<file path="config.mk">
export PLATFORM = sky130hd
export DESIGN_NAME = msx_bus_master
export DESIGN_NICKNAME = d
export VERILOG_FILES = /design/src/rtl/msx_bus_pkg.sv /design/src/rtl/msx_wait_timer.sv /design/src/rtl/msx_bus_master.sv
export SDC_FILE = /design/constraint.sdc
export NUM_CORES = 1
export LEC_CHECK = 0
export CORE_MARGIN = 3
export CORE_UTILIZATION = 32
export CTS_CLUSTER_SIZE = 10
export DETAILED_ROUTE_END_ITERATION = 10
export PLACE_DENSITY = 0.66
export SLEW_MARGIN = 20
export SYNTH_ARGS = -nofsm -noshare
export SYNTH_HDL_FRONTEND = slang
export SYNTH_SLANG_ARGS = --single-unit
</file>
<file path="constraint.sdc">
create_clock -name clk -period 2.2 [get_ports clk]
set_input_delay 0.55 -clock clk [delete_from_list [all_inputs] [get_ports clk]]
set_output_delay 0.55 -clock clk [all_outputs]
set_load 0.01 [all_outputs]
</file>
<file path="src/rtl/msx_bus_pkg.sv">
// Shared types and constants for the MSX bus master slice.
// Optional external wait support is enabled with MSXBUS_WAIT_EN.
package msx_bus_pkg;

  typedef enum logic [2:0] {
    ST_IDLE,
    ST_T1,
    ST_T2,
    ST_TW,
    ST_T3
  } bus_state_t;

  localparam logic CYCLE_MEM = 1'b0;
  localparam logic CYCLE_IO  = 1'b1;

  localparam int DEFAULT_IO_WAIT      = 1;
  localparam int DEFAULT_WAIT_TIMEOUT = 255;

  localparam logic [15:0] CH376_PORT = 16'h0010;

endpackage

</file>
<file path="src/rtl/msx_wait_timer.sv">
// 8-bit down counter shared by the fixed I/O waits and the external wait timeout.
module msx_wait_timer
  import msx_bus_pkg::*;
(
  input  logic       clk,
  input  logic       reset,
  input  logic       load,
  input  logic       dec,
  input  logic [7:0] load_value,
  output logic       zero
);

  logic [7:0] count;

  always_ff @(posedge clk or posedge reset) begin
    if (reset) begin
      count <= 8'h00;
    end else if (load) begin
      count <= load_value;
    end else if (dec && (count != 8'h00)) begin
      count <= count - 8'h01;
    end
  end

  assign zero = (count == 8'h00);

endmodule

</file>
<file path="src/rtl/msx_bus_master.sv">
// MSX Z80-style bus master: turns command handshakes into T1/T2/TW/T3 bus cycles.
// Define MSXBUS_WAIT_EN to add the wait_n input with a timeout abort.
module msx_bus_master
  import msx_bus_pkg::*;
#(
  parameter int IO_WAIT      = DEFAULT_IO_WAIT,
  parameter int WAIT_TIMEOUT = DEFAULT_WAIT_TIMEOUT
) (
  input  logic        clk,
  input  logic        reset,
  input  logic        cmd_valid,
  output logic        cmd_ready,
  input  logic        cmd_io,
  input  logic        cmd_write,
  input  logic [15:0] cmd_addr,
  input  logic [7:0]  cmd_wdata,
  output logic        rsp_valid,
  output logic [7:0]  rsp_rdata,
  output logic        rsp_err,
  output logic [15:0] addr,
  output logic [7:0]  data_out,
  output logic        data_oe,
  input  logic [7:0]  data_in,
`ifdef MSXBUS_WAIT_EN
  input  logic        wait_n,
`endif
  output logic        iorq_n,
  output logic        mreq_n,
  output logic        rd_n,
  output logic        wr_n,
  output logic        sltsl_n
);

  localparam logic [7:0] FIXED_LOAD   = 8'(IO_WAIT - 1);
  localparam logic [7:0] TIMEOUT_LOAD = 8'(WAIT_TIMEOUT - 1);

  bus_state_t  state_q, state_d;
  logic        io_q, write_q;
  logic [15:0] addr_q;
  logic [7:0]  wdata_q;
  logic        rsp_valid_q;
  logic [7:0]  rsp_rdata_q;
  logic        timer_load, timer_dec, timer_zero, ext_entry;
  logic        strobe_on;

`ifdef MSXBUS_WAIT_EN
  logic ext_q, ext_d;
  logic abort;
  logic rsp_err_q;
`endif

  msx_wait_timer u_wait_timer (
    .clk        (clk),
    .reset      (reset),
    .load       (timer_load),
    .dec        (timer_dec),
    .load_value (ext_entry ? TIMEOUT_LOAD : FIXED_LOAD),
    .zero       (timer_zero)
  );

  always_ff @(posedge clk or posedge reset) begin
    if (reset) begin
      state_q <= ST_IDLE;
`ifdef MSXBUS_WAIT_EN
      ext_q   <= 1'b0;
`endif
    end else begin
      state_q <= state_d;
`ifdef MSXBUS_WAIT_EN
      ext_q   <= ext_d;
`endif
    end
  end

  // Fixed I/O waits are always served before any external wait is honoured.
  always_comb begin
    state_d    = state_q;
    timer_load = 1'b0;
    timer_dec  = 1'b0;
    ext_entry  = 1'b0;
`ifdef MSXBUS_WAIT_EN
    ext_d      = ext_q;
    abort      = 1'b0;
`endif
    case (state_q)
      ST_IDLE: if (cmd_valid) state_d = ST_T1;
      ST_T1:   state_d = ST_T2;
      ST_T2: begin
        if ((io_q == CYCLE_IO) && (IO_WAIT != 0)) begin
          state_d    = ST_TW;
          timer_load = 1'b1;
`ifdef MSXBUS_WAIT_EN
        end else if (!wait_n) begin
          state_d    = ST_TW;
          timer_load = 1'b1;
          ext_entry  = 1'b1;
          ext_d      = 1'b1;
`endif
        end else begin
          state_d = ST_T3;
        end
      end
      ST_TW: begin
`ifdef MSXBUS_WAIT_EN
        if (ext_q) begin
          if (wait_n) begin
            state_d = ST_T3;
            ext_d   = 1'b0;
          end else if (timer_zero) begin
            state_d = ST_IDLE;
            ext_d   = 1'b0;
            abort   = 1'b1;
          end else begin
            timer_dec = 1'b1;
          end
        end else if (!timer_zero) begin
          timer_dec = 1'b1;
        end else if (!wait_n) begin
          timer_load = 1'b1;
          ext_entry  = 1'b1;
          ext_d      = 1'b1;
        end else begin
          state_d = ST_T3;
        end
`else
        if (!timer_zero) timer_dec = 1'b1;
        else             state_d   = ST_T3;
`endif
      end
      ST_T3:   state_d = ST_IDLE;
      default: state_d = ST_IDLE;
    endcase
  end

  always_comb begin
    strobe_on = (state_q == ST_T2) || (state_q == ST_TW) || (state_q == ST_T3);
    cmd_ready = (state_q == ST_IDLE);
    iorq_n    = !(strobe_on && (io_q == CYCLE_IO));
    mreq_n    = !(strobe_on && (io_q == CYCLE_MEM));
    sltsl_n   = !(strobe_on && (io_q == CYCLE_MEM));
    rd_n      = !(strobe_on && !write_q);
    wr_n      = !(strobe_on && write_q);
    data_oe   = write_q && (state_q != ST_IDLE);
    data_out  = wdata_q;
    addr      = addr_q;
    rsp_valid = rsp_valid_q;
    rsp_rdata = rsp_rdata_q;
  end

  // Command latch and response registers; the response pulses for one IDLE cycle.
  always_ff @(posedge clk or posedge reset) begin
    if (reset) begin
      io_q        <= CYCLE_MEM;
      write_q     <= 1'b0;
      addr_q      <= 16'h0000;
      wdata_q     <= 8'h00;
      rsp_valid_q <= 1'b0;
      rsp_rdata_q <= 8'h00;
`ifdef MSXBUS_WAIT_EN
      rsp_err_q   <= 1'b0;
`endif
    end else begin
      rsp_valid_q <= 1'b0;
`ifdef MSXBUS_WAIT_EN
      rsp_err_q   <= 1'b0;
`endif
      if ((state_q == ST_IDLE) && cmd_valid) begin
        io_q    <= cmd_io;
        write_q <= cmd_write;
        addr_q  <= cmd_addr;
        wdata_q <= cmd_wdata;
      end
      if (state_q == ST_T3) begin
        rsp_valid_q <= 1'b1;
        if (!write_q) rsp_rdata_q <= data_in;
      end
`ifdef MSXBUS_WAIT_EN
      if (abort) begin
        rsp_valid_q <= 1'b1;
        rsp_err_q   <= 1'b1;
      end
`endif
    end
  end

`ifdef MSXBUS_WAIT_EN
  assign rsp_err = rsp_err_q;
`else
  assign rsp_err = 1'b0;
`endif

endmodule

</file>
# --- Yosys cells after proc, flatten, opt, wreduce, memory -nomap -nowiden ---
# Cells that the tools add are included.
classes:
  bitwise: 2
  n_reduce_logical: 21
  n_div: 0
  add_sub_neg: 1
  magnitude_cmp: 0
  n_shift: 0
  eq_ne: 6
  mux: 11
  n_mul: 0
op_table:
  columns: ["cell", "count"]
  rows:
  - ["$mux W8", 2]
  - ["$pmux W3 S4", 1]
  - ["$mux W3", 3]
  - ["$logic_not A8 Y1", 1]
  - ["$reduce_bool A8 Y1", 1]
  - ["$sub A8 B1 Y8 const B", 1]
  - ["$logic_and A1 B1 Y1", 7]
  - ["$eq A3 B2 Y1 const B", 2]
  - ["$logic_not A1 Y1", 5]
  - ["$mux W1", 5]
  - ["$ne A2 B2 Y1 const B", 2]
  - ["$reduce_and A2 Y1", 2]
  - ["$eq A3 B1 Y1 const B", 1]
  - ["$eq A3 B3 Y1 const B", 1]
  - ["$logic_not A3 Y1", 1]
  - ["$reduce_bool A3 Y1", 1]
  - ["$logic_or A1 B1 Y1", 2]
  - ["$not A1 Y1", 2]
  - ["$reduce_bool A2 Y1", 1]
totals:
  inputBits: 37
  ramBits: 0
  out_inout_bits: 41
  latch_bits: 0
  ff_bits: 46
  memories: 0
  rom_bits: 0
  word_cells: 49

# --- Longest topological paths before layout ---
logic_depth:
  word_depth: 6
  depth_mapped: 6
  mapped_depth_nobuf: 5

# --- Cells and area by module ---
# A second synthesis with hierarchy kept.
hier_totals:
  cells_unflattened: 155
  hier_area_um2: 2073.2
modules_own_cells:
  columns: ["mod", "area_per_inst_um2", "cells_each", "seq_area_each_um2", "instances"]
  rows:
  - ["msx_bus_master", 1577.8, 102, 950.9, 1]
  - ["msx_wait_timer", 495.5, 53, 200.2, 1]

# --- Least setup slack after synthesis ---
# OpenSTA, ideal clock, no wires.
synth_path:
  path_kind: "flip-flop to output port"
  startpoint: "register state_q[0]"
  endpoint: "output port sltsl_n"
  setup_slack_ns: 0.229
  n_path_buf: 2
  t_required_ns: 1.650
  path_stages_with_launch: 6
  t_arrival_ns: 1.421
  cell_sequence: "dfrtp_1 -> clkbuf_2 -> or3b_2 -> nand2_1 -> nand2b_1 -> buf_4"
synth_via:
  elab_chain_len: 5
  elab_cells_between_ends: 7
  classes_between: "3 x eq/ne; 4 x reduce/logical"
synth_lines:
  columns: ["item", "line", "text"]
  rows:
  - ["start: declaration", "msx_bus_master.sv:37", "bus_state_t state_q, state_d;"]
  - ["start signal: assignment", "msx_bus_master.sv:68", "state_q <= state_d;"]
  - ["$eq A3 B2 Y1", "msx_bus_master.sv:136", "strobe_on = (state_q == ST_T2) || (state_q == ST_TW) || (state_q == ST_T3);"]
  - ["$logic_or A1 B1 Y1", "msx_bus_master.sv:136", null]
  - ["$logic_or A1 B1 Y1 *", "msx_bus_master.sv:136", null]
  - ["$logic_and A1 B1 Y1 *", null, null]
  - ["$logic_not A1 Y1 *", null, null]
  - ["end: declaration", "msx_bus_master.sv:31", "output logic sltsl_n"]
# Mark *: on every way between the ends. The rest lies on a longest branch, timed or not.

# --- Worst setup path in the final report ---
layout_path:
  startpoint: "register state_q[0]"
  endpoint: "output port iorq_n"
layout_via:
  elab_chain_len: 5
  elab_cells_between_ends: 7
  classes_between: "3 x eq/ne; 4 x reduce/logical"
layout_lines:
  columns: ["item", "line", "text"]
  rows:
  - ["$eq A3 B2 Y1", "msx_bus_master.sv:136", null]
  - ["$logic_or A1 B1 Y1", "msx_bus_master.sv:136", null]
  - ["$logic_or A1 B1 Y1 *", "msx_bus_master.sv:136", null]
  - ["$logic_and A1 B1 Y1 *", "msx_bus_master.sv:138", "iorq_n = !(strobe_on && (io_q == CYCLE_IO));"]
  - ["$logic_not A1 Y1 *", "msx_bus_master.sv:138", null]
  - ["end: declaration", "msx_bus_master.sv:27", "output logic iorq_n,"]
# Marks and branches as above.

==> flow_summary.json <==
{
  "place_hpwl_um": 3220,
  "ir_drop_mv": 0.673,
  "worst_slack_ns": 0.127,
  "synth_ff_type": "dfrtp_1",
  "row_count": 28,
  "synth_edf_count": 0,
  "ioPinCount": 78,
  "grt_pass1_wl_um": 7470,
  "start_kind": "flip-flop",
  "tightest_slew_ns": 0.498,
  "n_fill_cell": 550,
  "drt-wirelength-per-cell_um": 13.6,
  "critPathRequiredTime_ns": 1.65,
  "netlist.area_leader.share": 0.564,
  "remaining_drc_errors": 0,
  "synth_fp_nets": 196,
  "reg2reg_depth": 6,
  "insertion_delay_ns": 0.29,
  "worstPathMaxFanout": 4,
  "start_util": 0.337,
  "die_area_um2": 7370,
  "overflow": 0,
  "grt.total_usage": 0.128,
  "area_growth_pct": 48.3,
  "crit_type": "reg -> out",
  "tns_ns": 0,
  "cap_viol_max_count": 0,
  "firstDrtPassIters": 4,
  "holdCritPathClass": "reg -> reg",
  "numCtsBuffers": 5,
  "grt_pass1_vias": 1580,
  "synthCells": 157,
  "slew_viol_final": 0,
  "synth_seq_cells": 46,
  "vias": 1499,
  "hold_viol_final": 0,
  "globalRouteMet3Util": 0.0423,
  "die_y_um": 85.9,
  "holdPathStages": 1,
  "min_to": "addr[6]",
  "status": "completed",
  "cts.sinks": 46,
  "portBuffers": 76,
  "cts_buffer_depth": 2,
  "fp.coreArea_um2": 6060,
  "syn_avg_cell_area_um2": 13.0,
  "diodes": 0,
  "period_needed_ns": 2.07,
  "drive_gt1_frac": 0.255,
  "busiest_layer": "met2",
  "clkTransAtPathRegs_ns": 0.08,
  "max_freq_mhz": 482,
  "holdCritStartpoint": "addr[6]",
  "postRouteAntennaNets": 0,
  "yosysSeqAreaShare": 0.564,
  "grtUsageMet2": 0.213,
  "syn-cell-area_um2": 2040,
  "grt_max_degree": 29,
  "end_kind": "output port",
  "setup_viol": 0,
  "cts_tree": "done",
  "root_buffer": "clkbuf_8",
  "gp_congestion": 0.820,
  "cellLeakagePower_nw": 1.30,
  "crit_arrival_ns": 1.52,
  "p_per_area_nw_per_um2": 1240,
  "antenna_found_initial": 0,
  "rsz0062_at_grt": "no",
  "nets": 281,
  "pre_cts_ws_ns": 0.0798,
  "grt_use_met1": 0.159,
  "r2r_slack_ns": 0.42,
  "first_iter_violations": 28,
  "slew_headroom": 0.663,
  "yosysTopAreaCell": "dfrtp_1",
  "finalCritPeriodShare": 0.942,
  "h-tree-depth": 2,
  "clock_skew_ns": 0.00803,
  "yosysWarnings": 0,
  "drt_wl_total_um": 4330,
  "synth-async-reset-ratio": 1.00,
  "holdBufCountCts": 0,
  "synth_cell_types": 34,
  "chipWidth_um": 85.9,
  "r2r-end": "u_wait_timer.count[5]",
  "viasPerCell": 4.71,
  "synthTopCellsByArea": "dfrtp_1 (56%), mux2_2 (19%), mux2i_1 (3.4%)",
  "regToRegStartpoint": "u_wait_timer.count[0]"
}
## how the worst max path moves through the flow
stage          startpoint  depth (start not counted)  slack (ns)      end
6_report       state_q[0]                          4        0.13   iorq_n
5_1_grt        state_q[0]                          4        0.06     wr_n
4_1_cts        state_q[0]                          5       0.002   mreq_n
3_5_place_dp   state_q[0]                          4        0.08   mreq_n
3_3_place_gp   state_q[0]                          4        0.13  sltsl_n
2_1_floorplan  state_q[0]                          5        0.23  sltsl_n
## cell usage in the layout, fill, tap and decap left out, drive strengths merged, types with 2 or more instances in the layout
| cell type | instances |
|---|---|
| clkdlybuf4s50 | 69 |
| dfrtp | 46 |
| mux2 | 34 |
| nand2 | 11 |
| buf | 11 |
| inv | 8 |
| clkbuf | 8 |
| mux2i | 7 |
| nand2b | 5 |
| a211oi | 4 |
| dlygate4sd2 | 4 |
| nor4 | 3 |
| a21oi | 3 |
| or3 | 3 |
| or4 | 3 |
| nand4bb | 2 |
| o21ai | 2 |
| ha | 2 |
| nor3 | 2 |
| or3b | 2 |
| nor2 | 2 |
| clkinv | 2 |
## Yosys cell counts, drive strengths merged (3+ instances only)
cell type	number
dfrtp	46
mux2i	7
a211oi	4
a21oi	3
mux2	34
inv	8
buf	7
nand2	11
nor4	3
or4	3
or3	3
nand2b	5
## layout make-up
cell class              count  area, µm²  share of cell area
flip-flops and latches     46       1150               0.380
inverters                   8       30.0             0.00992
repair buffers             87        843               0.279
clock inverters             2       13.8             0.00455
clock buffers               6       72.6              0.0240
well taps                  75       93.8              0.0310
multi-input cells          94        822               0.272
## worst max-delay path: stages, from the launching register on
cell and delay, ns:
dfrtp_1 0.39, or3b_4 0.42, nand2_4 0.09, nand2_1 0.05, dlygate4sd2_1 0.29
## routing by layer
layer,part of all wire,vias to the layer above
met1,0.43,731
li1,-,717
met3,0.071,2
met2,0.49,49
met4,0.0046,0
met5,0,-
## through the flow
step,power [mW],instance area [µm²],util,hold WS [ns],cells
finish,3.76,3030,0.499,0.508,318
detailed placement,3.29,2920,0.482,0.494,308
global placement,3.26,2920,0.482,0.488,308
floorplan,2.31,2040,-,0.487,157
global route,4.03,3030,0.499,0.530,318
CTS,3.80,3020,0.498,0.514,317
## power by group
part | total [mW] | internal, mW | switching (mW)
sequential | 1.38 | 1.20 | 0.182
combinational | 1.89 | 1.16 | 0.730
clock | 0.500 | 0.224 | 0.276
total | 3.76 | 2.58 | 1.19
## what timing repair did
| item | CTS | global route |
|---|---|---|
| setup buffers | 1 | 1 |
| setup endpoints to repair | 7 | 3 |
| pin swaps | 1 | 1 |
| hold endpoints to repair | 0 | 0 |
| gates resized for setup | 9 | 6 |
## logic make-up after synthesis
group                      share of synthesized area
AOI/OAI and AO/OA                             0.0399
adders and majority gates                     0.0123
buffers and inverters                         0.0411
DFF                                            0.564
muxes                                          0.222
other                                        0.00184
and+or+nand+nor                                0.119
## state kept, by name, summed over array words and instances, names as in the netlist
signal              count
state_q                 3
rsp_valid               1
write_q                 1
rsp_rdata               8
data_out                8
addr                   16
io_q                    1
u_wait_timer.count      8
Note: power is estimated with default switching activity, not from simulation.
==> variant 1 (same settings) <==
Re-encode `bus_state_t` (5 states) as one-hot, 5 bits wide.
--- a/src/rtl/msx_bus_pkg.sv
+++ b/src/rtl/msx_bus_pkg.sv
@@ -3,10 +3,10 @@
 package msx_bus_pkg;
 
-  typedef enum logic [2:0] {
-    ST_IDLE,
-    ST_T1,
-    ST_T2,
-    ST_TW,
-    ST_T3
+  typedef enum logic [4:0] {
+    ST_IDLE = 5'b00001,
+    ST_T1   = 5'b00010,
+    ST_T2   = 5'b00100,
+    ST_TW   = 5'b01000,
+    ST_T3   = 5'b10000
   } bus_state_t;
 
Formal check against the unedited RTL: same outputs for any inputs over 10 cycles, from zero or initial values and one cycle with reset high; not proved beyond that.
==> variant 1 against the original RTL <==
- area after synthesis grew 3.2%
- cell area increased by 2.7%
- sequential share of layout area is 0.64 points higher
- combinational power fell by 22%
- count of clock-buffer cells in the layout stayed put
- sequential cell count rose by 2
- non-clock buffer count rose by 2
- global-route usage is essentially flat
- power decreased by 9.4%
- utilization rose by 0.78 points
- routed wire length increased by 6.8%
- worst setup slack got worse by 38 ps
- critical endpoint is now cmd_ready
- largest cell class unchanged
- highest routed layer unchanged
==> variant 1: results (changes against the original RTL) <==
drt wl/cell: 14.1 um (+3.8%)
GRT Total Usage: 12.9% (+0.035 points)
CP arrival: 1560 ps (+40 ps)
ratio of cells with drive above 1 in the final layout: 29.4% (+3.9 points)
Peak VDD IR: 0.613 mV (-9.0%)
pin count of the biggest net entering global routing: 28 (-3.4%)
via count: 1569 (+4.7%)
Worst Reg2Reg Path Length in Cells: 6 (unchanged)
via/cell ratio: 4.80 (+1.8%)
gp weighted congestion: 0.861 (+5.1%)
post-synthesis sequential area ratio: 57.1% (+0.69 points)
Syn Nets: 202 (+3.1%)
Detail Route met3 WL: 340 um (+11%)
Hold Crit Start: u_wait_timer.count[0]
placed instance count: 314 (+1.9%)
Setup Skew: 5.20 ps (-2.84 ps)
wire length on met2: 2270 um (+6.4%)
WHS Endpoint: u_wait_timer.count[0]
Post-synth ARST share: 100% (unchanged)
Critical R2R Capture: u_wait_timer.count[6]
r2r setup slk: 400 ps (-20 ps)
initial detailed-routing violation count: 51 (+82%)
Synth area leaders: dfrtp_1 (56%), mux2_2 (18%), mux2i_1 (1.9%)
dpl hpwl: 3430 um (+6.6%)
placed cell area: 2980 sq um (+2.0%)
met1 WL: 1900 um (+2.2%)
Commonest cells post-synth: dfrtp_1 (47), mux2_2 (34), nand2_1 (8)
leakage: 1.35 nW (+3.6%)
Final nets: 290 (+3.2%)
status: completed
Cells after Synth: 163 (+3.8%)
Synth cell types: 37 (+8.8%)
first-pass GRT wire length: 7490 um (+0.38%)
Slowest-stage cell, CP: dfrtp_1
CP max FO: 6 (+2)
## variant 1: how the worst max path moves through the flow
| stage | from | to | slack, ps |
|---|---|---|---|
| 2_1_floorplan | state_q[2] | sltsl_n | 300 |
| 3_3_place_gp | state_q[3] | mreq_n | 90 |
| 3_5_place_dp | state_q[3] | sltsl_n | 60 |
| 4_1_cts | state_q[2] | sltsl_n | -0.6 |
| 5_1_grt | state_q[3] | cmd_ready | -8 |
| 6_report | state_q[3] | cmd_ready | 90 |
## variant 1: metal layers
| metal | global-route usage [%] | up-vias |
|---|---|---|
| met1 | 15.1 | 771 |
| met2 | 20.9 | 50 |
| met4 | 6.42 | 0 |
| met3 | 4.45 | 8 |
| met5 | 0 | - |
| li1 | - | 740 |
## variant 1: metrics by stage
stage	hold slack (ps)	setup WS [ps]
final	501	88.7
after global routing	526	-8.08
after floorplan	461	298
after global placement	480	85.5
after detailed placement	484	63.3
after CTS	501	-0.597
## variant 1: kinds of logic (layout without fill, tap and decap cells)
logic type,Yosys count,in the layout,share of synthesized area [%]
flops,48,48,57.1
simple gates,47,47,13.5
mux,38,38,20.1
compound gates,13,13,3.45
buf+inv,13,102,4.04
fa+ha+maj,2,2,1.19
other cells,1,1,0.178
xor+xnor,1,1,0.416
## variant 1: repair_timing
action	in CTS	in global routing
resized for setup	19	10
setup endpoints to repair	7	6
pin swaps	1	3
setup buffers	4	1
## variant 1: layout make-up
cell class,count,area [sq um]
Multi-Input combinational cell,102,838
Fill cell,564,3020
Tap cell,75,93.8
Clock buffer,6,82.6
Clock inverter,2,13.8
Sequential cell,48,1200
Inverter,5,18.8
Timing Repair Buffer,89,860
## variant 1: critical path: cells and delay by family, from the launching register on
kind,cells,cell delay [ps]
flip-flops,1,420
buffers and inverters,3,540
AND/OR/NAND/NOR,2,290
## variant 1: where the power goes
group | internal, mW | switching, mW | total [mW]
Sequential | 1.19 | 0.182 | 1.37
Combinational | 0.933 | 0.541 | 1.47
Clock | 0.258 | 0.310 | 0.567
==> variant 2 (same flow settings) <==
Made on the original files. The option `MSXBUS_WAIT_EN` is turned on by a define.
--- a/src/rtl/msx_bus_master.sv
+++ b/src/rtl/msx_bus_master.sv
@@ -1,4 +1,6 @@
 // MSX Z80-style bus master: turns command handshakes into T1/T2/TW/T3 bus cycles.
 // Define MSXBUS_WAIT_EN to add the wait_n input with a timeout abort.
+`define MSXBUS_WAIT_EN
+
 module msx_bus_master
   import msx_bus_pkg::*;
Interface: changed (added wait_n); port bits go from 78 to 79. The function was not compared with the original's and may differ.
==> variant 2 against the original RTL <==
- count of clock-buffer cells in the layout stayed put
- power is 15% higher
- synthesized cell count is 17% higher
- sequential cell count is 2 higher
- largest power group unchanged
- cell count is 15% higher
- routed wire length is 19% higher
- clock power is 2% lower
- sequential share of layout area is 1.6 points lower
- worst setup slack worse by 47 ps
- utilization is 1.5 points lower
- area after synthesis is 11% higher
- critical path depth is 1 lower
- critical endpoint is now data_oe
- cell area is 9.3% higher
- clock skew hardly changed
==> variant 2: results (changes against the original RTL) <==
status: completed
Fillers: 659 (+20%)
M2 GR Usage: 20.7% (-0.60 points)
GR Util met1: 16.4% (+0.49 points)
pin count of the biggest net entering global routing: 49 (+69%)
compound-gate portion of the synthesized area: 9.82% (+5.8 points)
initial detailed-routing violation count: 81 (+190%)
CP max FO: 4 (unchanged)
detailed-route DRC error count: 0 (unchanged)
final wirelength: 5170 um (+19%)
Final nets: 310 (+10%)
post-synthesis sequential area ratio: 53.0% (-3.5 points)
placed instance count: 356 (+16%)
WHS Endpoint: data_out[7]
gp weighted congestion: 0.819 (about the same)
Least-Margin Pin Slew: 614 ps (+116 ps)
r2r setup slk: 210 ps (-210 ps)
Critical R2R Capture: u_wait_timer.count[6]
CP arrival: 1570 ps (+50 ps)
Peak VDD IR: 0.638 mV (-5.2%)
Commonest cells post-synth: dfrtp_1 (48), mux2_1 (20), mux2_2 (14)
mux share of post-synthesis cell area: 17.8% (-4.4 points)
leakage: 1.37 nW (+5.0%)
clock latency on the worst-skew pair: 290 ps (about the same)
Worst Setup SP: state_q[0]
Worst path top cell family by delay: buffers and inverters
dpl hpwl: 3750 um (+16%)
Synth cell types: 44 (+29%)
vias in the first global route: 1851 (+17%)
Hold Crit Start: data_out[7]
Syn Nets: 223 (+14%)
Synth area leaders: dfrtp_1 (53%), mux2_1 (9.9%), mux2_2 (6.9%)
first-pass GRT wire length: 8670 um (+16%)
xor and xnor area share after synthesis: 0.386% (+0.39 points)
ratio of cells with drive above 1 in the final layout: 16.7% (-8.8 points)
via count: 1754 (+17%)
IO Port Bufs: 78 (+2.6%)
final std cells w/o fill: 366 (+15%)
adder-cell share of the synthesized area: 1.10% (-0.12 points)
Critical Path Sink: data_oe
Setup Skew: 8.23 ps (+0.197 ps)
Slowest-stage cell, CP: clkdlybuf4s50_1
met3 Usage GRT: 4.85% (+0.63 points)
Cells after Synth: 183 (+17%)
CP peak stage delay: 480 ps (+60 ps)
GRT Total Usage: 12.8% (about the same)
## variant 2: changes by cell type after synthesis, sizes merged, moves of 4 or more
cell	delta
mux2i	-5
o211ai	+7
nand3	+4
a221oi	+7
nor2	+6
## variant 2: through the flow
step | cell area [sq um] | power [mW] | setup WS [ps] | hold WS [ps] | utilization, %
6_report | 3310 | 4.35 | 80.0 | 489 | 48.4
5_1_grt | 3310 | 4.67 | 3.67 | 512 | 48.4
4_1_cts | 3290 | 4.38 | 39.4 | 493 | 48.1
2_1_floorplan | 2270 | 2.77 | 440 | 529 | -
3_5_place_dp | 3200 | 3.87 | -72.3 | 474 | 46.8
3_3_place_gp | 3200 | 3.81 | 6.42 | 469 | 46.8
## variant 2: power breakdown
group / internal, mW / switching [mW]
Sequential: 1.28 / 0.272
Combinational: 1.31 / 0.993
Clock: 0.217 / 0.274
Total: 2.81 / 1.54
## variant 2: what timing repair did
| item | in CTS | in global routing |
|---|---|---|
| cloned | 0 | 0 |
| hold buffers | 0 | 0 |
| setup endpoints to repair | 7 | 3 |
| setup buffers | 1 | 2 |
| resized for setup | 10 | 2 |
| pin swaps | 0 | 1 |
## variant 2: layout make-up
type                    count  area [sq um]  share of cell area [%]
inverters                  11          41.3                    1.25
clock buffers               6          72.6                    2.19
well taps                  96           120                    3.63
flip-flops and latches     48          1200                    36.4
repair buffers             90           892                    27.0
multi-input cells         114           972                    29.4
clock inverters             1          5.00                   0.151
## variant 2: per-layer routing
layer | part of all wire [%] | up-vias
li1 | - | 835
met1 | 46 | 846
met2 | 45 | 69
met3 | 8.4 | 4
met4 | 0.60 | 0
met5 | 0 | -
## variant 2: worst reg2reg max path, cell delays in order (launching register included)
cell and delay [ps]:
dfrtp_1 430, inv_1 100, ha_1 160, nor4b_4 350, and4_2 380, nor2_1 160
a221oi_1 310
